<file path="config.mk">
export PLATFORM = sky130hd
export DESIGN_NAME = key_expansion
export DESIGN_NICKNAME = d
export VERILOG_FILES = /design/src/rtl/key_expansion.sv
export SDC_FILE = /design/constraint.sdc
export NUM_CORES = 2
export LEC_CHECK = 0
export ABC_AREA = 1
export BUFFER_PORTS_ARGS = -buffer_cell sky130_fd_sc_hd__buf_2
export CORE_AREA = 2 2 605 607
export CTS_CLUSTER_SIZE = 10
export DETAILED_ROUTE_END_ITERATION = 10
export DIE_AREA = 0 0 607 609
export PLACE_DENSITY_LB_ADDON = 0.12
export SLEW_MARGIN = 20
export SYNTH_ARGS = -nofsm -noshare
export SYNTH_HDL_FRONTEND = slang
export SYNTH_SLANG_ARGS = --single-unit
</file>
<file path="constraint.sdc">
create_clock -name CLK -period 5.7 [get_ports CLK]
set_input_delay 0.285 -clock CLK [delete_from_list [all_inputs] [get_ports CLK]]
set_output_delay 0.285 -clock CLK [all_outputs]
set_load 0.02 [all_outputs]
</file>
<file path="src/rtl/key_expansion.sv">
// AES-128 key schedule: expands a 128-bit cipher key into 11 round keys,
// one round key per clock, and presents them all on a single 1408-bit bus.
// Round key r sits in out[1407-128r -: 128]; done marks a complete schedule.
//
// Handshake: enable is a level request sampled only in IDLE and DONE. A high
// level in IDLE starts an expansion. enable and key are ignored while RUN is
// active. done stays high in DONE until enable is dropped, so a new expansion
// requires enable low for at least one cycle first.
module key_expansion (
    input  logic            CLK,
    input  logic            RST,
    input  logic [0:127]    key,
    input  logic            enable,
    output logic [1407:0]   out,
    output logic            done,
    output logic [1:0]      fsm_state
);

    typedef enum logic [1:0] {
        IDLE = 2'd0,
        RUN  = 2'd1,
        DONE = 2'd2
    } state_t;

    state_t         state;
    logic [3:0]     cnt;
    logic [127:0]   last_rk;
    logic [127:0]   key_flat;
    logic [127:0]   rk1;
    logic [127:0]   rk_next;

    // AES forward S-box, entry 0 in the leftmost byte.
    localparam logic [0:2047] SBOX = {
        128'h637c777bf26b6fc53001672bfed7ab76,
        128'hca82c97dfa5947f0add4a2af9ca472c0,
        128'hb7fd9326363ff7cc34a5e5f171d83115,
        128'h04c723c31896059a071280e2eb27b275,
        128'h09832c1a1b6e5aa0523bd6b329e32f84,
        128'h53d100ed20fcb15b6acbbe394a4c58cf,
        128'hd0efaafb434d338545f9027f503c9fa8,
        128'h51a3408f929d38f5bcb6da2110fff3d2,
        128'hcd0c13ec5f974417c4a77e3d645d1973,
        128'h60814fdc222a908846eeb814de5e0bdb,
        128'he0323a0a4906245cc2d3ac629195e479,
        128'he7c8376d8dd54ea96c56f4ea657aae08,
        128'hba78252e1ca6b4c6e8dd741f4bbd8b8a,
        128'h703eb5664803f60e613557b986c11d9e,
        128'he1f8981169d98e949b1e87e9ce5528df,
        128'h8ca1890dbfe6426841992d0fb054bb16
    };

    function automatic logic [7:0] sbox(input logic [7:0] b);
        return SBOX[{b, 3'b000} +: 8];
    endfunction

    // SubWord(RotWord(w)): rotate bytes left by one, then substitute each.
    function automatic logic [31:0] sub_rot_word(input logic [31:0] w);
        return {sbox(w[23:16]), sbox(w[15:8]), sbox(w[7:0]), sbox(w[31:24])};
    endfunction

    function automatic logic [7:0] rcon_of(input logic [3:0] r);
        logic [7:0] rc;
        case (r)
            4'd1:    rc = 8'h01;
            4'd2:    rc = 8'h02;
            4'd3:    rc = 8'h04;
            4'd4:    rc = 8'h08;
            4'd5:    rc = 8'h10;
            4'd6:    rc = 8'h20;
            4'd7:    rc = 8'h40;
            4'd8:    rc = 8'h80;
            4'd9:    rc = 8'h1b;
            4'd10:   rc = 8'h36;
            default: rc = 8'h00;
        endcase
        return rc;
    endfunction

    // Four words chained combinationally: next round key from the previous one.
    function automatic logic [127:0] next_round_key(input logic [127:0] rk,
                                                    input logic [7:0] rc);
        logic [31:0] n0, n1, n2, n3;
        n0 = rk[127:96] ^ sub_rot_word(rk[31:0]) ^ {rc, 24'h000000};
        n1 = rk[95:64] ^ n0;
        n2 = rk[63:32] ^ n1;
        n3 = rk[31:0]  ^ n2;
        return {n0, n1, n2, n3};
    endfunction

    // key[0] is the MSB, so a plain copy puts w0 in the top word.
    assign key_flat  = key;
    assign fsm_state = state;

    // Round key 1 straight from the input key, and the next key in the chain.
    always_comb begin
        rk1     = next_round_key(key_flat, 8'h01);
        rk_next = next_round_key(last_rk, rcon_of(cnt));
    end

    // Control FSM plus the round-key store; outputs are all registered.
    always_ff @(posedge CLK) begin
        if (!RST) begin
            state   <= IDLE;
            cnt     <= 4'd0;
            last_rk <= '0;
            out     <= '0;
            done    <= 1'b0;
        end else begin
            case (state)
                IDLE: begin
                    if (enable) begin
                        out     <= {key_flat, rk1, 1152'b0};
                        last_rk <= rk1;
                        cnt     <= 4'd2;
                        state   <= RUN;
                    end
                end
                RUN: begin
                    for (int s = 2; s <= 10; s++) begin
                        if (cnt == 4'(s)) begin
                            out[1407-128*s -: 128] <= rk_next;
                        end
                    end
                    last_rk <= rk_next;
                    if (cnt == 4'd10) begin
                        state <= DONE;
                        done  <= 1'b1;
                    end else begin
                        cnt <= cnt + 4'd1;
                    end
                end
                DONE: begin
                    if (!enable) begin
                        state <= IDLE;
                        done  <= 1'b0;
                    end
                end
                default: begin
                    state <= IDLE;
                    done  <= 1'b0;
                end
            endcase
        end
    end

endmodule

</file>
* Yosys cells after proc, flatten, opt, wreduce, memory -nomap -nowiden *
Memories as Yosys holds them, arrays and structs flattened. A register that Yosys moved wholly into a read port is not among the register bits.
Cells that the tools add are included.

storage, ports and cells
  register bits = 1543
  bits in read-only memories = 128
  input port bits = 131
  memories kept = 1

cells by class
  add/sub/neg operators = 1
  equal/unequal tests = 23
  shifts and indexed selects = 8
  muxes and demuxes = 25
  bitwise operators = 19
  reduce and logical (&&, ||, !) cells = 16

memory list
  name             words  width  read ports  clocked after memory_dff  write ports  RTL line  text
  (no name shown)  16     8      1           1                         0            63        case (r)

operators by type and width
  kind                                                                                number
  2048-bit by 12-bit indexed part select with 2049-bit output (first input constant)  8
  1152-bit case mux with 2 select lines                                               1
  128-bit 2-to-1 mux                                                                  10
  1152-bit 2-to-1 mux                                                                 1
  32-bit bitwise XOR                                                                  9
  128-bit case mux with 2 select lines                                                1
  11-bit inverter with 12-bit output                                                  8
  3-bit AND reduction                                                                 12
  2-bit != test (second input constant)                                               12
  4-bit by 3-bit == test with 1-bit output (second input constant)                    4
  4-bit 2-to-1 mux                                                                    4
  4-bit == test (second input constant)                                               3
  4-bit by 2-bit == test with 1-bit output (second input constant)                    2
  4-bit case mux with 2 select lines                                                  1
  2-bit 2-to-1 mux                                                                    3
  2-bit case mux with 3 select lines                                                  1
  4-bit by 1-bit adder with 4-bit output (second input constant)                      1
  2-bit AND reduction                                                                 2
  1-bit case mux with 3 select lines                                                  1
  2-bit by 1-bit == test with 1-bit output (second input constant)                    1
  2-bit == test (second input constant)                                               1
  2-bit zero test                                                                     1
  1-bit 2-to-1 mux                                                                    2
  1-bit inverter                                                                      2
  2-bit nonzero test                                                                  1

* Longest topological paths before layout *
  word-level depth = 9
  mapped depth = 25
  gate-level depth less buffers = 24

* Least setup slack after synthesis *
No wires, ideal clock.

  kind = flip-flop to flip-flop
  from = register last_rk[1]
  to = register last_rk[41]
  setup time = 0.113 ns
  arrival time = 2.705 ns
  required time = 5.587 ns
  path slack = 2.882 ns
  stages on the path, launching flop included = 23
  period minus slack after synthesis = 2.818 ns
  path through = dfxtp_1 buf_2 inv_2 ha_1 inv_2 nand2_2 inv_1 nor2_2 nand2_1 nand3_1 nand3_1 nand3_1 nand3_1 nand3_1 nand2_1 nand2_1 nand2_1 nand2_1 nand2_1 nand2_2 o21ai_1 o21ai_1 inv_1

between the ends
  longest elaborated chain between the ends = 7

ends and longest elaborated chain
  element                                                      RTL line  text
  from (decl)                                                  27        logic [127:0] last_rk;
  from (signal assigned)                                       113       last_rk <= rk1;
  from (signal assigned)                                       124       last_rk <= rk_next;
  11-bit inverter with 12-bit output (implied by the code)     53        return SBOX[{b, 3'b000} +: 8];
  2048-bit by 12-bit indexed part select with 2049-bit output  53
  32-bit bitwise XOR (2 in series)                             83        n0 = rk[127:96] ^ sub_rot_word(rk[31:0]) ^ {rc, 24'h000000};
  32-bit bitwise XOR                                           84        n1 = rk[95:64] ^ n0;
  32-bit bitwise XOR                                           85        n2 = rk[63:32] ^ n1;
  128-bit case mux with 2 select lines                         109       case (state)

No other way between the ends.
A chain may end at the register's enable or synchronous reset.

* Final worst setup path *
  from = register last_rk[11]
  to = register last_rk[114]

between the ends
  longest elaborated chain between the ends = 5

ends and longest elaborated chain
  element                                                      RTL line
  11-bit inverter with 12-bit output (implied by the code)     53
  2048-bit by 12-bit indexed part select with 2049-bit output  53
  32-bit bitwise XOR (2 in series)                             83
  128-bit case mux with 2 select lines                         109

No other way between the ends.

==> flow_summary_export.csv <==
group,metric,value,unit
power,finalPower,0.0404,W
sta,worstMarginPinSlew,1.28,ns
clocking,numCtsBuffers,198,
grt,grt_max_degree,235,
floorplan,die_y,609,um
floorplan,core_area,0.364,sq mm
finish,stdcell_area,0.101,sq mm
sta,hold_viol,0,
logic_synthesis,synth_nets,12300,
placed_design,routabilityCongestion,1.02,
placed_design,place_area,0.0938,sq mm
min_path,hold_class,"in -> reg",
placed_design,io_buffers,1541,
power,p_sw,0.0179,W
placed_design,place_ws,0.677,ns
logic_synthesis,synth.cell_area,0.0801,sq mm
min_path,min-delay-start,"key[124]",
sta,setup_tns,0,ns
floorplan,start_util,0.220,
logic_synthesis,ys_ff_latch,1551,
floorplan,num_rows,222,
placed_design,dp_hpwl,468000,um
routing,ant_nets,0,
finish,area_growth_syn_to_layout,26.3,%
clocking,clk_transition_reported_paths,0.06,ns
worst_setup_path,end_kind,"register",
sta,layout_worst_path_cycle_share,0.912,
worst_setup_path,reg2reg_depth,13,
sta,setup_viol,0,
logic_synthesis,synth_seq_area_share,0.388,
grt,antenna_found_initial,85,
logic_synthesis,synthCells,12000,
logic_synthesis,synth_edf_count,0,
grt,grt_pass1_vias,88300,
clocking,cts_root_buffer,"clkbuf_16",
worst_setup_path,reg2reg_from,"last_rk[11]",
logic_synthesis,ys.flop_type,"dfxtp_1",
sta,fin_crit,5.20,ns
worst_setup_path,path_class,"reg -> reg",
finish,drive_above_1_share,0.184,
routing,wl,614000,um
worst_setup_path,rrSetupSlack,0.50,ns
power,combPwrFrac,0.378,
power,ir_worst_vdd,0.269,mV
sta,fmax,0.192,GHz
clocking,clock_path_buffers,4,
logic_synthesis,syn_area_per_cell,6.66,sq um
power,intPower,0.0225,W
worst_setup_path,cp.required,6.50,ns
power,sw_frac_of_total,0.443,
worst_setup_path,max_stage_delay,0.94,ns
power,p_per_area,400,mW/mm^2
worst_setup_path,path_common_cell,"nand3_1",
worst_setup_path,timing.rr.end,"last_rk[114]",
floorplan,io_pins,1542,
run,max_cap_viol_count,0,
logic_synthesis,synth.area.top_cells,"dfxtp_1 39%, nand3_1 14%, nand2_1 13%, a21oi_1 9.0%, o21ai_0 8.8%",
power,pwr-share-clk,0.308,
finish,nets,13700,
worst_setup_path,startpoint_type,"register",
routing,first_pass_iters,6,
routing,vias,96900,
floorplan,dieArea,0.370,sq mm
routing,first_iter_violations,11800,
worst_setup_path,critPathMaxFanout,54,
sta,maxSlewHeadroom,0.143,
power,power_frac_seq,0.314,
sta,clock_skew,0.0937,ns
power,cellLeakagePower,47.3,nW
logic_synthesis,ys_async_sr_fraction,0,
logic_synthesis,yosysWarningCount,0,
grt,grt_usage,0.316,
run_status,run_status,"complete, no violations",
routing,avgRoutedWirePerCell,33.4,um
sta,rsz0062_at_grt,"no",
worst_setup_path,cp_slowest_cell,"nand2_1",
clocking,cts_tree,"done",
clocking,clkLatencyLatePin,0.97,ns
logic_synthesis,yosysTopAreaCellShare,0.388,
sta,drv_slew,0,
worst_setup_path,cp.arrival,6.00,ns
clocking,ctsHtreeMaxLevel,4,
grt,grt_pass1_wl,811000,um
min_path,hold_depth,5,
clocking,cts_num_sinks,1551,
sta,finalWorstSetupSlack,0.504,ns
routing,via_per_inst,5.27,
logic_synthesis,synth_top_area_cell,"dfxtp_1",
logic_synthesis,ys_types,46,
routing,drcViolationCount,0,
clocking,post_cts_buffers,0,
floorplan,die-width,607,um
worst_setup_path,crit_chain,"inv_4 -> a21oi_2 -> nand2_1 -> nand3_1 -> nand3_1 -> nand3_1 -> nand3_1 -> nand3_1 -> nand2_1 -> nand2_1 -> o21ai_0 -> o21ai_0 -> inv_1",
min_path,min_to,"out[1155]",
grt,grt_overflow,0,
-- what timing repair did --
item                      CTS  global route
hold endpoints to repair  224             0
resized for setup           0             0
hold buffers              113             0
-- power by group through the flow --
stage	combinational [W]	clock [W]	sequential, W
final	0.0153	0.0125	0.0127
after global routing	0.0159	0.0131	0.0128
after CTS	0.0150	0.0127	0.0127
after detailed placement	0.0148	0	0.0129
after global placement	0.0150	0	0.0129
after floorplan	0.00623	0	0.0140
-- cell usage in the layout (no fill, tap or decap), types with 6 or more instances in the layout --
master         instances
nor2_2                32
diode_2               32
buf_2               1540
dfxtp_1             1544
a21oi_1             1437
clkinv_2              11
ha_1                 128
o221ai_1              10
inv_4                 10
buf_4                378
a32o_1                14
a31oi_1               16
inv_1                632
dlygate4sd3_1        113
inv_2                 41
o21ai_1               26
o211ai_1              80
nor2_4                 6
nand4_1               55
a21oi_2               15
inv_6                  9
clkinv_1              20
nor2_1               325
a21oi_4                7
clkbuf_8              29
xor2_1                11
clkbuf_16            199
nand2_1             2848
nand3_1             2290
buf_12                41
clkbuf_1              51
o21ai_0             1403
nand3b_1              13
a22o_1                 6
dfxtp_2                7
nand3_2               76
nand2_2               54
-- cells in the mapped netlist, drive strengths merged, types with 16 or more instances --
cell type / count
a21oi: 1459
a31oi: 16
buf: 335
clkbuf: 551
clkinv: 18
dfxtp: 1551
ha: 128
inv: 690
nand2: 2908
nand3: 2368
nand4: 55
nor2: 363
o211ai: 80
o21ai: 1430
-- cells by family (layout without fill, tap and decap cells) --
logic type / after synthesis / in the layout / synth area share
simple gates: 5718 / 5718 / 0.315
compound gates: 3019 / 3019 / 0.194
buf+inv: 1594 / 3097 / 0.0817
flops: 1551 / 1551 / 0.388
fa+ha+maj: 128 / 128 / 0.0200
xor+xnor: 11 / 11 / 0.00120
other cells: 0 / 32 / 0
-- critical path, delay by kind of cell, from the launching register on --
family,cells,cell delay [ns]
and+or+nand+nor,8,2.00
DFF,1,0.77
buffers and inverters,2,0.50
AOI/OAI and AO/OA,3,1.78
-- metal layers --
metal,global-route usage,vias up,share of wire
li1,-,43600,-
met1,0.407,47300,0.41
met2,0.477,4971,0.43
met3,0.0800,983,0.089
met4,0.181,58,0.066
met5,0,-,0.00061
-- flip-flops by register name, indices dropped and copies added, names as in the netlist, named ones only --
signal     cells
cnt            4
done           1
fsm_state      2
last_rk      128
out         1408
-- through the flow --
| stage | cells | utilization | hold WS, ns |
|---|---|---|---|
| final | 18400 | 0.278 | 0.0836 |
| after global placement | 17900 | 0.258 | 0.436 |
| after detailed placement | 17900 | 0.258 | 0.440 |
| after floorplan | 12000 | - | 0.455 |
| after CTS | 18300 | 0.278 | 0.0214 |
| after global routing | 18300 | 0.278 | 0.109 |
-- worst max-delay path by stage --
stage                start  slack, ns      endpoint
3_5_place_dp   last_rk[11]       0.68  last_rk[114]
3_3_place_gp   last_rk[11]       0.62  last_rk[114]
6_report       last_rk[11]       0.50  last_rk[114]
2_1_floorplan   last_rk[1]       2.88   last_rk[41]
4_1_cts        last_rk[11]       0.66  last_rk[114]
5_1_grt         last_rk[9]       0.61  last_rk[114]
-- layout make-up --
class / instances / area (sq um)
Clock inverter: 37 / 504
Inverter: 708 / 2710
Tap cell: 4816 / 6030
Multi-Input combinational cell: 8876 / 42700
Timing Repair Buffer: 2073 / 12500
Clock buffer: 279 / 5570
Antenna cell: 32 / 80.1
Fill cell: 41200 / 263000
Sequential cell: 1551 / 31100
Power figures use the tool's default switching activity.
